==> config.mk <==
export PLATFORM = sky130hd
export DESIGN_NAME = ofifo_drain
export DESIGN_NICKNAME = d
export VERILOG_FILES = /design/src/rtl/corelet_pkg.sv /design/src/rtl/drain_hold_reg.sv /design/src/rtl/ofifo_drain.sv
export SDC_FILE = /design/constraint.sdc
export NUM_CORES = 1
export LEC_CHECK = 0
export ABC_AREA = 0
export BUFFER_PORTS_ARGS = -buffer_cell sky130_fd_sc_hd__buf_2
export CORE_MARGIN = 5
export CORE_UTILIZATION = 40
export DETAILED_ROUTE_END_ITERATION = 8
export GPL_TIMING_DRIVEN = 0
export PLACE_DENSITY_LB_ADDON = 0.05
export SLEW_MARGIN = 20
export SYNTH_ARGS = -nofsm -noshare
export SYNTH_HDL_FRONTEND = slang
export SYNTH_SLANG_ARGS = --single-unit
==> constraint.sdc <==
create_clock -name clk -period 2.3 [get_ports clk]
set_input_delay 0.345 -clock clk [delete_from_list [all_inputs] [get_ports clk]]
set_output_delay 0.345 -clock clk [all_outputs]
set_load 0.005 [all_outputs]
==> src/rtl/corelet_pkg.sv <==
// Shared corelet definitions used by the OFIFO drain path.
// Contents:
//   COL, PSUM_BW, ADDR_W  default row geometry and psum SRAM address width
//   drain_state_e         drain job FSM states
package corelet_pkg;

    localparam int unsigned COL     = 8;
    localparam int unsigned PSUM_BW = 16;
    localparam int unsigned ADDR_W  = 11;

    typedef enum logic [1:0] {
        StIdle,
        StDrain,
        StFlush,
        StDone
    } drain_state_e;

endpackage

==> src/rtl/drain_hold_reg.sv <==
// One-entry holding register between the OFIFO pop and the psum SRAM write.
// Ports:
//   clk, reset   clock, asynchronous active-low reset
//   load         capture din this cycle (takes priority over unload)
//   unload       current entry consumed this cycle
//   din          row to capture
//   valid, dout  entry occupied / entry contents
module drain_hold_reg #(
    parameter int unsigned width = 128
) (
    input  logic             clk,
    input  logic             reset,
    input  logic             load,
    input  logic             unload,
    input  logic [width-1:0] din,
    output logic             valid,
    output logic [width-1:0] dout
);

    logic             valid_q;
    logic [width-1:0] data_q;

    // Load beats unload so a simultaneous accept+pop keeps the entry full
    // with the new row.
    always_ff @(posedge clk or negedge reset) begin
        if (!reset) begin
            valid_q <= 1'b0;
            data_q  <= '0;
        end else if (load) begin
            valid_q <= 1'b1;
            data_q  <= din;
        end else if (unload) begin
            valid_q <= 1'b0;
        end
    end

    assign valid = valid_q;
    assign dout  = data_q;

endmodule

==> src/rtl/ofifo_drain.sv <==
// Reader side of the corelet OFIFO: pops psum rows while ofifo_valid is high
// and writes them to consecutive psum SRAM addresses starting at base_addr.
// One-shot job: start, drain exactly num_words rows, pulse done.
// Ports:
//   clk, reset              clock, asynchronous active-low reset
//   start                   job request, sampled only while idle
//   base_addr, num_words    job parameters, sampled with start (num_words 0 = empty job)
//   ofifo_valid, ofifo_out  OFIFO head row available / head row
//   ofifo_rd                pop OFIFO head this cycle
//   mem_wr_en, mem_addr,
//   mem_wdata, mem_ready    psum SRAM write port (transfer = mem_wr_en & mem_ready)
//   busy                    job in progress
//   done                    one-cycle pulse at job completion
module ofifo_drain
    import corelet_pkg::*;
#(
    parameter int unsigned col     = COL,
    parameter int unsigned psum_bw = PSUM_BW,
    parameter int unsigned addr_w  = ADDR_W
) (
    input  logic                   clk,
    input  logic                   reset,
    input  logic                   start,
    input  logic [addr_w-1:0]      base_addr,
    input  logic [addr_w:0]        num_words,
    input  logic                   ofifo_valid,
    input  logic [col*psum_bw-1:0] ofifo_out,
    output logic                   ofifo_rd,
    output logic                   mem_wr_en,
    output logic [addr_w-1:0]      mem_addr,
    output logic [col*psum_bw-1:0] mem_wdata,
    input  logic                   mem_ready,
    output logic                   busy,
    output logic                   done
);

    localparam int unsigned RowW = col * psum_bw;

    drain_state_e      state_q;
    logic [addr_w:0]   num_q;
    logic [addr_w:0]   rd_cnt_q;
    logic [addr_w-1:0] addr_q;

    logic              hold_v;
    logic [RowW-1:0]   hold_data;
    logic              accept;
    logic              last_pop;

    assign accept   = mem_wr_en & mem_ready;
    // A pop is allowed when the hold is empty or is being emptied this cycle.
    assign ofifo_rd = (state_q == StDrain) & ofifo_valid & (~hold_v | accept);
    // rd_cnt_q stays below num_q in DRAIN, so the +1 cannot overflow.
    assign last_pop = ofifo_rd & ((rd_cnt_q + {{addr_w{1'b0}}, 1'b1}) == num_q);

    drain_hold_reg #(
        .width (RowW)
    ) u_hold (
        .clk    (clk),
        .reset  (reset),
        .load   (ofifo_rd),
        .unload (accept),
        .din    (ofifo_out),
        .valid  (hold_v),
        .dout   (hold_data)
    );

    always_ff @(posedge clk or negedge reset) begin
        if (!reset) begin
            state_q  <= StIdle;
            num_q    <= '0;
            rd_cnt_q <= '0;
            addr_q   <= '0;
        end else begin
            unique case (state_q)
                StIdle: begin
                    if (start) begin
                        num_q    <= num_words;
                        addr_q   <= base_addr;
                        rd_cnt_q <= '0;
                        state_q  <= (num_words == '0) ? StDone : StDrain;
                    end
                end
                StDrain: begin
                    if (ofifo_rd) begin
                        rd_cnt_q <= rd_cnt_q + {{addr_w{1'b0}}, 1'b1};
                    end
                    if (accept) begin
                        addr_q <= addr_q + {{(addr_w-1){1'b0}}, 1'b1};
                    end
                    if (last_pop) begin
                        state_q <= StFlush;
                    end
                end
                StFlush: begin
                    if (accept) begin
                        addr_q <= addr_q + {{(addr_w-1){1'b0}}, 1'b1};
                    end
                    if (!hold_v || accept) begin
                        state_q <= StDone;
                    end
                end
                StDone: begin
                    state_q <= StIdle;
                end
                default: begin
                    state_q <= StIdle;
                end
            endcase
        end
    end

    assign mem_wr_en = hold_v;
    assign mem_wdata = hold_data;
    // addr_q wraps naturally, so a full 2^addr_w job covers every address once.
    assign mem_addr  = addr_q;
    assign busy      = (state_q != StIdle);
    assign done      = (state_q == StDone);

endmodule
* Word-level counts from Yosys, hierarchy flattened
Index checks and enable logic that the tools add are counted.
** Storage, ports and cells
- Logic and storage cells :: 49
- Flip-flop bits (word level) :: 166
- Output and inout bits :: 143
- Bits of input ports :: 156
** Cells by class
- Reductions and logical operators :: 13
- Add/subtract/negate cells :: 2
- Bitwise operators :: 6
- Eq/ne operators :: 9
- Multiplexer cells :: 13
** Operator list (number)
- $mux 12 :: 2
- $pmux 12 s2 :: 1
- $mux 11 :: 2
- $pmux 11 s2 :: 1
- $add 12x1->12 const B :: 1
- $eq 12x12->1 :: 1
- $logic_not 12->1 :: 1
- $add 11x1->11 const B :: 1
- $reduce_and 3->1 :: 3
- $mux 2 :: 4
- $ne 2x2->1 const B :: 4
- $pmux 2 s4 :: 1
- $reduce_bool 2->1 :: 4
- $and 1x1->1 :: 4
- $eq 2x2->1 const B :: 2
- $eq 2x1->1 const B :: 1
- $logic_not 2->1 :: 1
- $mux 1 :: 2
- $ne 2x1->1 const B :: 1
- $reduce_and 2->1 :: 1
- $reduce_or 2->1 :: 1
- $logic_not 1->1 :: 1
- $logic_or 1x1->1 :: 1
- $not 1->1 :: 1
- $or 1x1->1 :: 1

* Logic depth before layout (Yosys ltp)
- Word-level depth :: 6
- Gate-level depth with buffers :: 9
- Depth with buffers taken out :: 8

* Cells and area by module
From an unflattened synthesis, not the netlist that was laid out.
** Second synthesis, totals
- Cell total of the unflattened synthesis :: 531
- Area total of the unflattened synthesis :: 7199.4 µm²
** By module, submodules not included
- drain_hold_reg :: sequential area each 3228.1 µm², cells an instance 273, instances 1, area each 4832.1 µm²
- ofifo_drain :: sequential area each 925.9 µm², cells an instance 258, instances 1, area each 2367.3 µm²

* Worst setup path before layout
No wires, ideal clock.
- Path kind :: register -> register
- Start point :: register rd_cnt_q[0]
- End point :: register state_q[0]
- Buffers on the path :: 0
- Stages on the path, launching flop included :: 8
- Clock period less this slack :: 2000 ps
- Data arrival time :: 1921 ps
- Library setup time :: 79 ps
- Data required time :: 2221 ps
- Setup slack :: 300 ps
- Path through :: dfrtp_1 -> ha_1 -> nand3_4 -> nor3_2 -> o22ai_1 -> o221a_2 -> a32oi_2 -> mux2i_1
** Between the ends
- Cells in the longest elaborated chain, start to end :: 5
** RTL lines
- start: declaration :: RTL line ofifo_drain.sv:41 : logic [addr_w:0] rd_cnt_q;
- start signal: assignment :: RTL line ofifo_drain.sv:85 : rd_cnt_q <= rd_cnt_q + {{addr_w{1'b0}}, 1'b1};
- $add 12x1->12 :: RTL line ofifo_drain.sv:53 : assign last_pop = ofifo_rd & ((rd_cnt_q + {{addr_w{1'b0}}, 1'b1}) == num_q);
- $eq 12x12->1 :: RTL line ofifo_drain.sv:53
- $and 1x1->1 :: RTL line ofifo_drain.sv:53
- $ne 2x2->1 (no line)
- $reduce_and 3->1 (no line)
- end signal: assignment :: RTL line ofifo_drain.sv:69 : state_q <= StIdle;
- end signal: assignment :: RTL line ofifo_drain.sv:80 : state_q <= (num_words == '0) ? StDone : StDrain;
- end signal: assignment :: RTL line ofifo_drain.sv:91 : state_q <= StFlush;
- end: declaration :: RTL line ofifo_drain.sv:39 : drain_state_e state_q;
No other way between the ends.
A chain may end at the register's enable or synchronous reset.

* Worst setup path after layout
- Start point :: register state_q[1]
- End point :: output port ofifo_rd
** Between the ends
- Cells in the longest elaborated chain, start to end :: 3
** RTL lines
- $eq 2x1->1 :: RTL line ofifo_drain.sv:51 : assign ofifo_rd = (state_q == StDrain) & ofifo_valid & (~hold_v | accept);
- $and 1x1->1 (2 in a row) :: RTL line ofifo_drain.sv:51
- end: declaration :: RTL line ofifo_drain.sv:28 : output logic ofifo_rd,
No other way between the ends.

==> impl_metrics.py <==
metrics = {
    "global_route": {
        "grt_pass1_vias": 6099,
        "grt_max_degree": 97,
        "met3_usage_pct": 7.59,
        "grtUsageMet2_pct": 33.6,
        "grt_remaining_overflow": 0,
        "gr-max-usage-layer": "met2",
        "antenna_found_initial": 2,
        "grt_use_total_pct": 19.8,
        "grt_pass1_wl_um": 31800,
        "use_met1_pct": 22.8,
    },
    "yosys": {
        "yosysTopAreaCell": "dfrtp_1",
        "yosys.area_share.adder_pct": 1.22,
        "postSynthAreaPerCell_um2": 13.5,
        "synth_top_family_by_area": "multiplexers",
        "synth-seq-area-share_pct": 58.0,
        "synthXorXnorAreaFrac_pct": 1.47,
        "synth_seq_cells": 166,
        "synth_nets": 695,
        "synth_flop_cell": "dfrtp_1",
        "synth-compound-area-share_pct": 6.41,
        "synth-async-reset-ratio_pct": 100,
        "synth-edff-count": 0,
        "synthCells": 532,
        "netlist_area_um2": 7170,
        "yosysWarnings": 0,
        "synth_mux_area_share_pct": 22.6,
        "synth_area_leaders": "dfrtp_1 (58%), mux2_1 (20%), mux2_2 (2.2%)",
        "ys_types": 56,
        "synth-simple-area-share_pct": 7.78,
        "yosys.area.top_type_share_pct": 58.0,
    },
    "worst_setup_path": {
        "max_stage_delay_ns": 0.40,
        "path_class": "reg2out",
        "r2r-start": "rd_cnt_q[0]",
        "crit_fanout": 13,
        "cp_slowest_cell": "dfrtp_1",
        "endpoint_kind": "primary output",
        "critPathBufInv": 4,
        "rrSetupSlack_ns": 0.18,
        "critical_path.cell_chain": "inv_2 -> ha_1 -> buf_6 -> nand2_2 -> nor2_4 -> buf_12 -> buf_2",
        "cpLargestDelayFamily": "buffers and inverters",
        "cp-start-kind": "register",
        "worstPathArrival_ns": 1.81,
        "r2r-end": "state_q[0]",
        "required_ns": 1.96,
        "worstRegToRegCells": 7,
    },
    "power": {
        "clkPwrFrac_pct": 21.8,
        "pwr-share-comb_pct": 38.9,
        "switching_power_uw": 4640,
        "power.density_nw_per_um2": 1340,
        "p_sw_share_pct": 35.4,
        "ir_worst_vdd_mv": 0.655,
        "power_frac_seq_pct": 39.2,
        "p_int_uw": 8470,
        "leakagePower_uw": 0.00468,
    },
    "timing": {
        "finalSetupViolCount": 0,
        "finalHoldViolCount": 0,
        "period_needed_ns": 2.15,
        "slew_violations": 0,
        "holdWs_ns": 0.126,
        "rsz0062_at_grt": "false",
        "fmax_mhz": 464,
        "finalWorstSetupSlack_ns": 0.146,
        "finalCritPeriodShare_pct": 93.7,
        "worst_slew_pin_slew_ns": 0.623,
        "slew_headroom_pct": 58.5,
        "fin_skew_ns": 0.00980,
    },
    "clock_tree": {
        "clock_sinks": 166,
        "htreeDepth": 4,
        "root_buffer": "clkbuf_16",
        "clk_latency_ns": 0.43,
        "cts_buffers": 17,
        "cts.path.max_buffers": 2,
        "cts_tree": "built",
        "path_clk_slew_ns": 0.07,
    },
    "die": {
        "die_w_um": 144,
        "die-area_um2": 20700,
        "coreArea_um2": 17800,
        "std_cell_rows": 49,
        "start_util_pct": 40.3,
        "io_pins": 299,
        "fp.dieH_um": 144,
    },
    "cells_and_area": {
        "postLayoutCoreUtil_pct": 54.9,
        "final_common_cell": "buf_2",
        "syn_to_final_growth_pct": 36.2,
        "regArea_um2": 4160,
        "final.fill_count": 1601,
        "multi_input_area_um2": 2870,
        "final_cell_mix": "buf_2 (299), dfrtp_1 (165), mux2_1 (126)",
        "nNetsFinal": 1025,
        "layout-drive-gt1-share_pct": 45.8,
    },
    "detailed_routing": {
        "avgRoutedWirePerCell_um": 18.6,
        "finalWirelength_um": 20600,
        "drc": 0,
        "first_iter_violations": 269,
        "ant_nets": 0,
        "firstDrtPassIters": 4,
        "via_count": 5585,
        "viasPerCell": 5.05,
    },
    "worst_hold_path": {
        "hold_end": "u_hold.dout[107]",
        "hp-class": "in2reg",
        "hold_depth": 2,
        "hp-start": "ofifo_out[107]",
    },
    "placed_design": {
        "place.gp.congestion": 0.865,
        "hpwlAfterDp_um": 15900,
        "dpl_worst_slack_ns": -0.483,
        "portBuffers": 298,
    },
    "status": {
        "outcome": "finished clean",
    },
    "flow_run": {
        "drv_cap": 0,
    },
}
synth_stat cells (6+ instances only):
cell type / instances
dfrtp_1: 166
mux2_1: 126
a21oi_1: 25
nand2_1: 23
o21ai_0: 17
mux2_2: 14
nor2_1: 14
nand3_1: 13
buf_2: 12
clkbuf_1: 9
xor2_1: 8
ha_1: 7
inv_1: 7
o21ai_1: 7
o22ai_1: 7
nand2b_1: 6
worst register-to-register path: stages (launching register included):
cell,delay (ns)
dfrtp_2,0.49
ha_4,0.22
nand3_4,0.14
nor3_2,0.27
o22ai_1,0.13
o221a_2,0.29
a32oi_2,0.28
mux2i_1,0.22
cells by family (layout without fill, tap and decap cells):
family / after synthesis / after routing
buf+inv: 37 / 380
compound gates: 75 / 75
fa+ha+maj: 7 / 7
other cells: 0 / 3
simple gates: 91 / 91
flops: 166 / 166
mux: 144 / 144
xor+xnor: 12 / 12
through the flow:
| step | instances | setup TNS [ns] | cell area [um^2] | power (uW) |
|---|---|---|---|---|
| after floorplan | 532 | 0 | 7170 | 7730 |
| after global routing | 1105 | 0 | 9760 | 14100 |
| after CTS | 1092 | -0.0170 | 9610 | 13200 |
| final | 1107 | 0 | 9760 | 13100 |
| after detailed placement | 1060 | -43.26 | 8980 | 10200 |
| after global placement | 1059 | -301.68 | 8950 | 10000 |
how the worst max path moves through the flow:
stage / start / end / slack [ns] / depth (start not counted)
global placement: reset / u_hold.dout[16] / -1.61 / 1
detailed placement: state_q[1] / u_hold.dout[98] / -0.48 / 8
CTS: state_q[1] / ofifo_rd / -0.02 / 7
floorplan: rd_cnt_q[0] / state_q[0] / 0.30 / 7
global route: state_q[1] / ofifo_rd / 0.002 / 7
finish: state_q[1] / ofifo_rd / 0.15 / 7
flip-flops by register name (all words and copies together) (netlist names):
| signal | cells |
|---|---|
| rd_cnt_q | 12 |
| state_q | 2 |
| u_hold.dout | 128 |
| mem_addr | 11 |
| num_q | 12 |
| u_hold.valid | 1 |
power groups by stage:
stage | Clock (uW) | Sequential [uW] | Combinational (uW)
after floorplan | 0 | 5200 | 2530
after global placement | 0 | 5120 | 4890
after detailed placement | 0 | 5180 | 5020
after CTS | 2930 | 5160 | 5070
after global routing | 3040 | 5340 | 5670
final | 2860 | 5140 | 5100
per-layer routing:
metal	vias to the layer above	wire, um	share of wire, %
li1	2585	-	-
met1	2744	7650	37
met2	219	10700	52
met3	35	1780	8.6
met4	2	481	2.3
met5	-	13	0.063
repair_timing:
action	4_1_cts	5_1_grt
pin swaps	0	1
gates resized for setup	11	24
setup endpoints to repair	128	126
buffers inserted	0	12
hold buffers	1	0
endpoints found under the hold margin	70	0
area by class of cell:
cell class	count	area share [%]
Tap cell	229	2.93
Inverter	9	0.346
Multi-Input combinational cell	329	29.4
Clock buffer	18	4.40
Buffer	27	1.97
Clock inverter	14	1.61
Sequential cell	166	42.6
Timing Repair Buffer	312	16.7
Antenna cell	3	0.0769
Note: power is estimated with default switching activity, not from simulation.
